$ cat src/rtl/bus_bridge_pkg.sv
// Shared constants and FSM state type for both ends of the dual-bus UART bridge.
// BRIDGE_M_CHECKSUM_EN appends an XOR checksum byte to every request frame.
package bus_bridge_pkg;

`ifdef BRIDGE_M_CHECKSUM_EN
  localparam int REQ_LEN = 5;
`else
  localparam int REQ_LEN = 4;
`endif
  localparam int RESP_LEN = 2;

  localparam logic [7:0] STATUS_OK      = 8'h00;
  localparam logic [7:0] STATUS_TIMEOUT = 8'hEE;
  localparam logic [7:0] STATUS_BADSUM  = 8'hCE;

  localparam int CMD_RW_BIT = 0;

  typedef enum logic [2:0] {
    ST_IDLE,
    ST_RX_FRAME,
    ST_REQ,
    ST_ADDR,
    ST_WAIT,
    ST_RESP0,
    ST_RESP1
  } bridge_state_e;

endpackage

$ cat src/rtl/bus_bridge_frame_rx.sv
// Request-frame assembler: collects CMD/ADDR_HI/ADDR_LO/WDATA (plus checksum when
// BRIDGE_M_CHECKSUM_EN is defined) and discards partial frames after an idle gap.
module bus_bridge_frame_rx
  import bus_bridge_pkg::*;
#(
  parameter int BYTE_TIMEOUT_CYCLES = 50000
) (
  input  logic        clk,
  input  logic        rst_n,
  input  logic [7:0]  rx_data,
  input  logic        rx_valid,
  input  logic        rx_en,
  input  logic        rx_first,
  output logic        frame_done,
  output logic        frame_bad,
  output logic        frame_drop,
  output logic        rw,
  output logic [15:0] addr,
  output logic [7:0]  wdata
);

  localparam int TW = $clog2(BYTE_TIMEOUT_CYCLES + 1);
  localparam int CW = $clog2(REQ_LEN + 1);

  logic [CW-1:0] byte_cnt;
  logic [TW-1:0] byte_timer;
  logic [7:0]    addr_hi;
  logic [7:0]    addr_lo;
  logic          take;

  assign take       = rx_en && rx_valid;
  assign frame_done = take && !rx_first && (byte_cnt == CW'(REQ_LEN - 1));
  assign frame_drop = rx_en && !rx_first && !rx_valid &&
                      (byte_timer == TW'(BYTE_TIMEOUT_CYCLES - 1));
  assign addr       = {addr_hi, addr_lo};

`ifdef BRIDGE_M_CHECKSUM_EN
  logic [7:0] csum;

  // The last byte is compared live against the XOR of the four already stored.
  assign frame_bad = frame_done && (rx_data != csum);

  always_ff @(posedge clk or negedge rst_n) begin
    if (!rst_n) begin
      csum <= '0;
    end else if (take) begin
      csum <= rx_first ? rx_data : (csum ^ rx_data);
    end
  end
`else
  assign frame_bad = 1'b0;
`endif

  // NOTE: sequential state uses <= so every flop samples pre-edge values,
  // independent of the order the statements are written in.
  always_ff @(posedge clk or negedge rst_n) begin
    if (!rst_n) begin
      // NOTE: the frame byte registers are a handful of flops, not a RAM, so they
      // take the reset like everything else and the bus drives start at 0.
      byte_cnt   <= '0;
      byte_timer <= '0;
      rw         <= 1'b0;
      addr_hi    <= '0;
      addr_lo    <= '0;
      wdata      <= '0;
    end else if (take) begin
      byte_timer <= '0;
      if (rx_first) begin
        byte_cnt <= CW'(1);
        rw       <= rx_data[CMD_RW_BIT];
      end else begin
        byte_cnt <= byte_cnt + CW'(1);
        case (byte_cnt)
          CW'(1):  addr_hi <= rx_data;
          CW'(2):  addr_lo <= rx_data;
          CW'(3):  wdata   <= rx_data;
          default: ;
        endcase
      end
    end else if (frame_drop) begin
      byte_cnt   <= '0;
      byte_timer <= '0;
    end else if (rx_en && !rx_first) begin
      byte_timer <= byte_timer + TW'(1);
    end else begin
      byte_timer <= '0;
    end
  end

endmodule

$ cat src/rtl/bus_bridge_m_frame_ctrl.sv
// Bus-B initiator of the UART bridge: turns a request frame into one bus read/write
// and answers with a status/data frame. BRIDGE_M_CHECKSUM_EN enables the checksum byte.
module bus_bridge_m_frame_ctrl #(
  parameter int         BYTE_TIMEOUT_CYCLES = 50000,
  parameter int         BUS_TIMEOUT_CYCLES  = 4096,
  parameter logic [7:0] STATUS_OK           = 8'h00,
  parameter logic [7:0] STATUS_TIMEOUT      = 8'hEE
) (
  input  logic        clk,
  input  logic        rst_n,
  input  logic [7:0]  rx_data,
  input  logic        rx_valid,
  output logic [7:0]  tx_data,
  output logic        tx_valid,
  input  logic        tx_ready,
  output logic        m_req,
  input  logic        m_grant,
  output logic [15:0] m_address_out,
  output logic        m_address_out_valid,
  output logic [7:0]  m_data_out,
  output logic        m_data_out_valid,
  output logic        m_rw,
  output logic        m_ready,
  input  logic [7:0]  m_data_in,
  input  logic        m_data_in_valid,
  input  logic        m_ack,
  input  logic        m_split_ack,
  output logic        busy
);

  import bus_bridge_pkg::*;

  localparam int BTW = $clog2(BUS_TIMEOUT_CYCLES + 1);

  bridge_state_e state, state_nxt;
  logic [BTW-1:0] bus_timer;
  logic [7:0]     status_q, resp_q;
  logic           frame_done, frame_bad, frame_drop;
  logic           f_rw;
  logic [15:0]    f_addr;
  logic [7:0]     f_wdata;
  logic           bus_run, bus_expire, xfer_done;
  logic           addr_load, resp_load;
  logic [7:0]     resp_status, resp_byte;

  bus_bridge_frame_rx #(
    .BYTE_TIMEOUT_CYCLES(BYTE_TIMEOUT_CYCLES)
  ) u_frame_rx (
    .clk       (clk),
    .rst_n     (rst_n),
    .rx_data   (rx_data),
    .rx_valid  (rx_valid),
    .rx_en     (state == ST_IDLE || state == ST_RX_FRAME),
    .rx_first  (state == ST_IDLE),
    .frame_done(frame_done),
    .frame_bad (frame_bad),
    .frame_drop(frame_drop),
    .rw        (f_rw),
    .addr      (f_addr),
    .wdata     (f_wdata)
  );

  // A split target freezes the bus timer so long splits never time out.
  assign bus_run    = (state == ST_REQ || state == ST_WAIT) && !m_split_ack;
  assign bus_expire = bus_run && (bus_timer == BTW'(BUS_TIMEOUT_CYCLES - 1));
  assign xfer_done  = (state == ST_WAIT) && (f_rw ? m_ack : m_data_in_valid);

  // NOTE: every signal written here gets a default first, so no path leaves one
  // unassigned and no latch is inferred.
  always_comb begin
    state_nxt   = state;
    addr_load   = 1'b0;
    resp_load   = 1'b0;
    resp_status = STATUS_OK;
    resp_byte   = 8'h00;
    case (state)
      ST_IDLE:     if (rx_valid) state_nxt = ST_RX_FRAME;
      ST_RX_FRAME: begin
        if (frame_drop) begin
          state_nxt = ST_IDLE;
        end else if (frame_done && frame_bad) begin
          state_nxt   = ST_RESP0;
          resp_load   = 1'b1;
          resp_status = STATUS_BADSUM;
        end else if (frame_done) begin
          state_nxt = ST_REQ;
        end
      end
      ST_REQ: begin
        if (m_grant) begin
          state_nxt = ST_ADDR;
          addr_load = 1'b1;
        end else if (bus_expire) begin
          state_nxt   = ST_RESP0;
          resp_load   = 1'b1;
          resp_status = STATUS_TIMEOUT;
        end
      end
      ST_ADDR:     state_nxt = ST_WAIT;
      ST_WAIT: begin
        if (xfer_done) begin
          state_nxt = ST_RESP0;
          resp_load = 1'b1;
          resp_byte = f_rw ? f_wdata : m_data_in;
        end else if (bus_expire) begin
          state_nxt   = ST_RESP0;
          resp_load   = 1'b1;
          resp_status = STATUS_TIMEOUT;
        end
      end
      ST_RESP0:    if (tx_ready) state_nxt = ST_RESP1;
      ST_RESP1:    if (tx_ready) state_nxt = ST_IDLE;
      default:     state_nxt = ST_IDLE;
    endcase
  end

  always_ff @(posedge clk or negedge rst_n) begin
    if (!rst_n) begin
      state         <= ST_IDLE;
      bus_timer     <= '0;
      m_address_out <= '0;
      m_data_out    <= '0;
      m_rw          <= 1'b0;
      status_q      <= '0;
      resp_q        <= '0;
    end else begin
      state <= state_nxt;
      if (state_nxt == ST_REQ && state != ST_REQ) begin
        bus_timer <= '0;
      end else if (bus_run) begin
        bus_timer <= bus_timer + BTW'(1);
      end
      if (addr_load) begin
        m_address_out <= f_addr;
        m_rw          <= f_rw;
        if (f_rw) m_data_out <= f_wdata;
      end
      if (resp_load) begin
        status_q <= resp_status;
        resp_q   <= resp_byte;
      end
    end
  end

  assign busy                = (state != ST_IDLE);
  assign m_req               = (state == ST_REQ) || (state == ST_ADDR) || (state == ST_WAIT);
  assign m_address_out_valid = (state == ST_ADDR);
  assign m_data_out_valid    = (state == ST_ADDR) && f_rw;
  assign m_ready             = (state == ST_WAIT) && !f_rw;
  assign tx_valid            = (state == ST_RESP0) || (state == ST_RESP1);
  assign tx_data             = (state == ST_RESP1) ? resp_q : status_q;

endmodule

$ cat config.mk
export PLATFORM = sky130hd
export DESIGN_NAME = bus_bridge_m_frame_ctrl
export DESIGN_NICKNAME = d
export VERILOG_FILES = /design/src/rtl/bus_bridge_pkg.sv /design/src/rtl/bus_bridge_frame_rx.sv /design/src/rtl/bus_bridge_m_frame_ctrl.sv
export SDC_FILE = /design/constraint.sdc
export NUM_CORES = 1
export LEC_CHECK = 0
export CORE_MARGIN = 5
export CORE_UTILIZATION = 56
export CTS_BUF_LIST = sky130_fd_sc_hd__clkbuf_4 sky130_fd_sc_hd__clkbuf_8
export CTS_CLUSTER_SIZE = 28
export DETAILED_ROUTE_END_ITERATION = 10
export MAX_ROUTING_LAYER = met4
export PLACE_DENSITY = 0.82
export SYNTH_ARGS = -nofsm -noshare
export SYNTH_HDL_FRONTEND = slang
export SYNTH_SLANG_ARGS = --single-unit
$ cat constraint.sdc
create_clock -name clk -period 2.6 [get_ports clk]
set_clock_uncertainty 0.1 [all_clocks]
set_input_delay 0.52 -clock clk [delete_from_list [all_inputs] [get_ports clk]]
set_output_delay 0.52 -clock clk [all_outputs]
set_load 0.005 [all_outputs]
==> reports/results.ini, run 1 <==
[finish]
area_growth_pct=23.5
drive_gt1_frac=0.192
final_nets=504
antenna_cells=0
instances_no_fill=581
design_area_mm2=0.00540

[timing]
clock.fmax_mhz=398
layout_setup_ws_ns=0.0886
min_period_over_period=0.966
final.setup.tns_ns=0
hold_viol=0
tightest_slew_ns=0.523
setup_viol=0
fin_crit_ns=2.51
slew_viol_final=0
slew_headroom=0.651
rsz0062_at_grt=no

[die]
die_h_um=98.4
initial_core_util=0.572
rows=32
ioPinCount=63
die_w_um=98.4
coreArea_mm2=0.00765
dieArea_mm2=0.00967

[worst_hold_path]
hold_path.class=primary input to asynchronous set/reset pin

[logic_synthesis]
ys_seq_area_frac=0.538
yosysWarnings=0
yosysUniqueCellTypes=47
yosys.area.top_type=dfrtp_1
synth_edf_count=0
synth_ff_type=dfrtp_1
synth.area.top_cells=dfrtp_1 54%, mux2_2 11%, nand2_1 4.4%
ys_ff_latch=94
netlist_area_mm2=0.00437
yosysMostFrequentCell=dfrtp_1
synth_nets=430
synth_cells=400
netlist_top_cells_count=94 x dfrtp_1, 51 x nand2_1, 41 x mux2_2, 29 x nor2_1, 14 x nand3_1
syn_area_per_cell_um2=10.9
postSynth.asyncResetShare=1.00
yosysTopAreaCellShare=0.538

[critical_path]
crit_required_ns=1.98
arrival_ns=1.89
critPathKind=register to output pin
cp_max_fo=12
crit_path_start_kind=register
critPathCaptureType=output pin

[routing]
first_pass_iters=4
drt-initial-drc-count=137
via_per_inst=5.55
drc=0
vias=3223
detail-route-antenna-nets=0
wirelength_mm=9.22
wl_per_cell_um=15.9

[placement]
portBuffers=62
dp_hpwl_mm=6.56
place.gp.congestion=0.899
placed_area_mm2=0.00520
dpl_worst_slack_ns=0.0312
placedCellCount=565

[power_and_ir_drop]
seqPwrFrac=0.455
vdd_drop_max_mv=0.708
p_leak_nw=2.40
power_switching_share=0.337
internal-power_mw=3.36
p_comb_frac=0.360
netSwitchingPower_mw=1.71
p_clk_frac=0.186
power.density_mw_per_mm2=940

[clock_network]
numClockSinks=94
cts_setup_buffers=0
htree_num_levels=3
cts-buffers-inserted=9
cts_tree=done
worstSkewPairLatency_ns=0.37
cts.clk_slew.worst_paths_ns=0.10
cts_root_buf=clkbuf_8
clockBufferDepth=2

[global_route]
grt_pass1_vias=3260
grt_pass1_wl_mm=15.7
grt_overflow=0
antenna_found_initial=0
grt_use_total=0.206
grt_max_degree=58

[job]
drv_cap=0

[status]
status=finished clean

[power groups by stage]
stage | sequential (mW) | clock, mW | combinational [mW]
finish | 2.31 | 0.941 | 1.82
global route | 2.38 | 1.01 | 2.03
CTS | 2.31 | 0.955 | 1.84
detailed placement | 2.33 | 0 | 1.83
global placement | 2.31 | 0 | 1.76
floorplan | 2.24 | 0 | 1.06
[critical path, cell delays in order (launching register included)]
cell and delay (ns):
dfrtp_2 0.46, nor2b_1 0.19, buf_4 0.21, and3_1 0.17
clkdlybuf4s50_1 0.50
[state kept, by name, summed over array words and instances (netlist names)]
signal	count
m_data_out	8
u_frame_rx.byte_timer	16
status_q	1
u_frame_rx.rw	1
bus_timer	13
u_frame_rx.byte_cnt	3
m_address_out	16
u_frame_rx.addr_hi	8
u_frame_rx.addr_lo	8
state	3
m_rw	1
u_frame_rx.wdata	8
resp_q	8
[cell type report]
type / instances / area (um^2)
Fill cell: 551 / 2250
Multi-Input combinational cell: 278 / 1920
Sequential cell: 94 / 2350
Clock inverter: 7 / 67.6
Inverter: 11 / 41.3
Timing Repair Buffer: 80 / 766
Clock buffer: 9 / 124
Tap cell: 102 / 128
[metal layers]
| metal | track usage | vias up | wire, um | share of wire |
|---|---|---|---|---|
| li1 | - | 1559 | - | - |
| met1 | 0.267 | 1576 | 4250 | 0.46 |
| met2 | 0.323 | 78 | 4430 | 0.48 |
| met3 | 0.0357 | 10 | 385 | 0.042 |
| met4 | 0.0830 | 0 | 153 | 0.017 |
| met5 | - | - | 0 | 0 |
[worst paths after layout]
path / slack [ns] / startpoint / endpoint / cells after the start
min in group clk: 0.38 / status_q[6]$_DFFE_PN0P_ / status_q[6]$_DFFE_PN0P_ / 2
setup / recovery: 0.09 / state[0]$_DFF_PN0_ / tx_data[4] / 4
hold reg to reg: 0.38 / status_q[6]$_DFFE_PN0P_ / status_q[6]$_DFFE_PN0P_ / 2
hold / removal: 0.006 / rst_n / m_address_out[10]$_DFFE_PN0P_ / 1
max in group asynchronous: 1.74 / rst_n / state[0]$_DFF_PN0_ / 2
setup reg to reg: 0.41 / state[1]$_DFF_PN0_ / state[1]$_DFF_PN0_ / 5
[per-stage QoR]
step                      hold slack (ns)  utilization  total power [mW]
after floorplan                     0.124            -              3.30
after CTS                         0.00401        0.706              5.10
after global routing               0.0333        0.706              5.42
after global placement              0.373        0.680              4.07
final                             0.00575        0.706              5.07
after detailed placement            0.364        0.680              4.16
[cell usage in the layout (no fill, tap or decap), types with 2 or more instances in the layout]
cell type	Yosys	routed
o31ai_1	5	5
nand2b_1	3	3
nor3_1	6	6
mux2i_1	10	10
clkbuf_8	0	9
nor2_1	29	29
and3_1	7	7
o211ai_1	4	4
o21ai_0	8	8
nor4bb_1	2	2
clkinvlp_4	0	2
or2_2	4	4
xnor2_1	10	10
nand3_1	14	14
a31o_2	6	6
nand4_1	7	7
xor2_1	10	10
ha_1	6	6
buf_4	0	18
mux2_2	41	41
nor4_1	2	2
or3_1	6	6
nor4b_1	2	2
or4_1	5	5
nor2b_1	3	3
inv_8	0	2
dfrtp_1	94	93
a21oi_1	10	10
nand2_1	51	51
o22ai_1	8	8
inv_1	11	11
nor3b_1	3	2
clkdlybuf4s50_1	0	61
[logic make-up after synthesis]
kind of cell,after synthesis,share of synthesized area
AND/OR/NAND/NOR,154,0.181
flip-flops,94,0.538
multiplexers,51,0.129
AO/OA/AOI/OAI,47,0.0704
buffers and inverters,28,0.0252
XOR/XNOR,20,0.0401
adder cells (fa/ha/maj),6,0.0172
[repair_timing]
action                                  in CTS  in global routing
endpoints found under the setup margin       6                  2
resized for setup                            2                  1
cloned                                       0                  0
hold buffers                                 0                  0
No activity file was read; power rests on OpenSTA's default activity.
==> run 2: changes to the inputs <==
SETUP_SLACK_MARGIN = 0.2   (was unset)
==> run 2 against run 1 <==
Flip-flop and latch count is the same. Non-clock buffer count grew 9. Power grew 2.2%. Register-to-register slack lost 0.06 ns. Critical path type unchanged. Critical endpoint is now tx_data[5].
==> reports/results.ini, run 2 (same netlist as run 1, synthesis figures left out) <==
[placement]
dpl_worst_slack_ns=0.0312
portBuffers=62
place.gp.congestion=0.899
placedCellCount=565
dp_hpwl_mm=6.56

[routing]
drc=0
first_pass_iters=4
vias=3286
drt-initial-drc-count=130
via_per_inst=5.57
wl_per_cell_um=16.1
wirelength_mm=9.48
detail-route-antenna-nets=0

[clock_network]
cts.clk_slew.worst_paths_ns=0.09
worstSkewPairLatency_ns=0.37
clockBufferDepth=2
cts_hold_buf=0
numClockSinks=94
htree_num_levels=3
cts-buffers-inserted=9
cts_tree=done
cts_root_buf=clkbuf_8

[die]
die_w_um=98.4
coreArea_mm2=0.00765
dieArea_mm2=0.00967
rows=32
initial_core_util=0.572
die_h_um=98.4
ioPinCount=63

[finish]
fill_cells=548
final_cell_mix=93 x dfrtp_1, 54 x clkdlybuf4s50_1, 51 x nand2_1
drive_gt1_frac=0.215
reg_top3=m_address_out (16), u_frame_rx.byte_timer (16), bus_timer (13)
area_growth_pct=25.6
final_nets=513
antenna_cells=0
final_common_cell=dfrtp_1
instances_no_fill=590

[power_and_ir_drop]
p_comb_frac=0.372
netSwitchingPower_mw=1.76
power_switching_share=0.339
internal-power_mw=3.43
power.density_mw_per_mm2=944
vdd_drop_max_mv=0.706
seqPwrFrac=0.446
p_leak_nw=2.51
finalPower_mw=5.18
p_clk_frac=0.182

[critical_path]
crit_required_ns=1.98
r2r_cells=5
crit_path_start_kind=register
arrival_ns=1.79
critPathCaptureType=output pin
critPathKind=register to output pin
path_cells=nor2b_4 -> a21boi_2 -> a31o_2 -> clkdlybuf4s50_1
r2r-start=state[2]$_DFF_PN0_
max_stage_delay_ns=0.49
slowest_stage=clkdlybuf4s50_1
reg2reg_to=state[1]$_DFF_PN0_
r2r_setup_slack_ns=0.35
cp_max_fo=5

[timing]
slew_headroom=0.653
layout_setup_ws_ns=0.190
slew_viol_final=0
setup_viol=0
rsz0062_at_grt=yes
final.setup.tns_ns=0
fin_crit_ns=2.41
hold_viol=0
clock.fmax_mhz=415
tightest_slew_ns=0.521
min_period_over_period=0.927

[job]
drv_cap=0

[status]
status=finished clean

[global_route]
grt_overflow=0
grt_use_total=0.211
grt_use_met1=0.275
grt_busiest_layer=met2
met3_usage=0.0357
antenna_found_initial=0
grt_pass1_wl_mm=16.0
met2_usage=0.330
grt_max_degree=58
grt_pass1_vias=3307

[worst_hold_path]
hold_path.class=primary input to asynchronous set/reset pin

run 2: routing by layer:
metal  routed length, um  part of all wire
met5                   0                 0
met4                 153             0.016
met3                 428             0.045
met2                4570              0.48
met1                4330              0.46
run 2: power groups by stage:
stage	Sequential, mW	Clock, mW	Combinational, mW
CTS	2.31	0.955	1.91
global route	2.38	1.01	2.13
floorplan	2.24	0	1.06
global placement	2.31	0	1.76
finish	2.31	0.942	1.93
detailed placement	2.33	0	1.83
run 2: worst max path at each step:
stage | startpoint | end | slack [ns] | cells past startpoint
3_5_place_dp | m_split_ack | bus_timer[9]$_DFFE_PN0P_ | 0.03 | 5
6_report | state[1]$_DFF_PN0_ | tx_data[5] | 0.19 | 4
3_3_place_gp | m_split_ack | bus_timer[9]$_DFFE_PN0P_ | 0.04 | 5
5_1_grt | state[0]$_DFF_PN0_ | tx_valid | 0.13 | 4
4_1_cts | state[0]$_DFF_PN0_ | tx_data[4] | 0.16 | 4
2_1_floorplan | m_split_ack | bus_timer[9]$_DFFE_PN0P_ | 0.47 | 4
run 2: area by class of cell:
cell class                      count  area (um^2)  area share
Sequential cell                    94         2350       0.428
Clock buffer                        9          124      0.0226
Clock inverter                      7         67.6      0.0123
Inverter                           11         41.3     0.00752
Multi-Input combinational cell    278         1940       0.352
Tap cell                          102          128      0.0232
Timing Repair Buffer               89          843       0.154
run 2: per-stage QoR:
step | hold slack [ns] | utilization | cell area, um^2
5_1_grt | 0.0333 | 0.718 | 5490
2_1_floorplan | 0.124 | - | 4370
4_1_cts | 0.00401 | 0.713 | 5450
6_report | 0.000793 | 0.718 | 5490
3_3_place_gp | 0.373 | 0.680 | 5200
3_5_place_dp | 0.364 | 0.680 | 5200
run 2: worst max-delay path: cells and delay by family (launching register included):
kind | cells | cell delay [ns]
AOI/OAI and AO/OA | 2 | 0.37
DFF | 1 | 0.41
and+or+nand+nor | 1 | 0.15
buffers and inverters | 1 | 0.49
run 2: what timing repair did:
action / CTS / global route
setup buffers: 6 / 2
endpoints found under the hold margin: 0 / 0
setup endpoints to repair: 14 / 9
pin swaps: 1 / 0
resized for setup: 14 / 6
gates cloned: 0 / 1
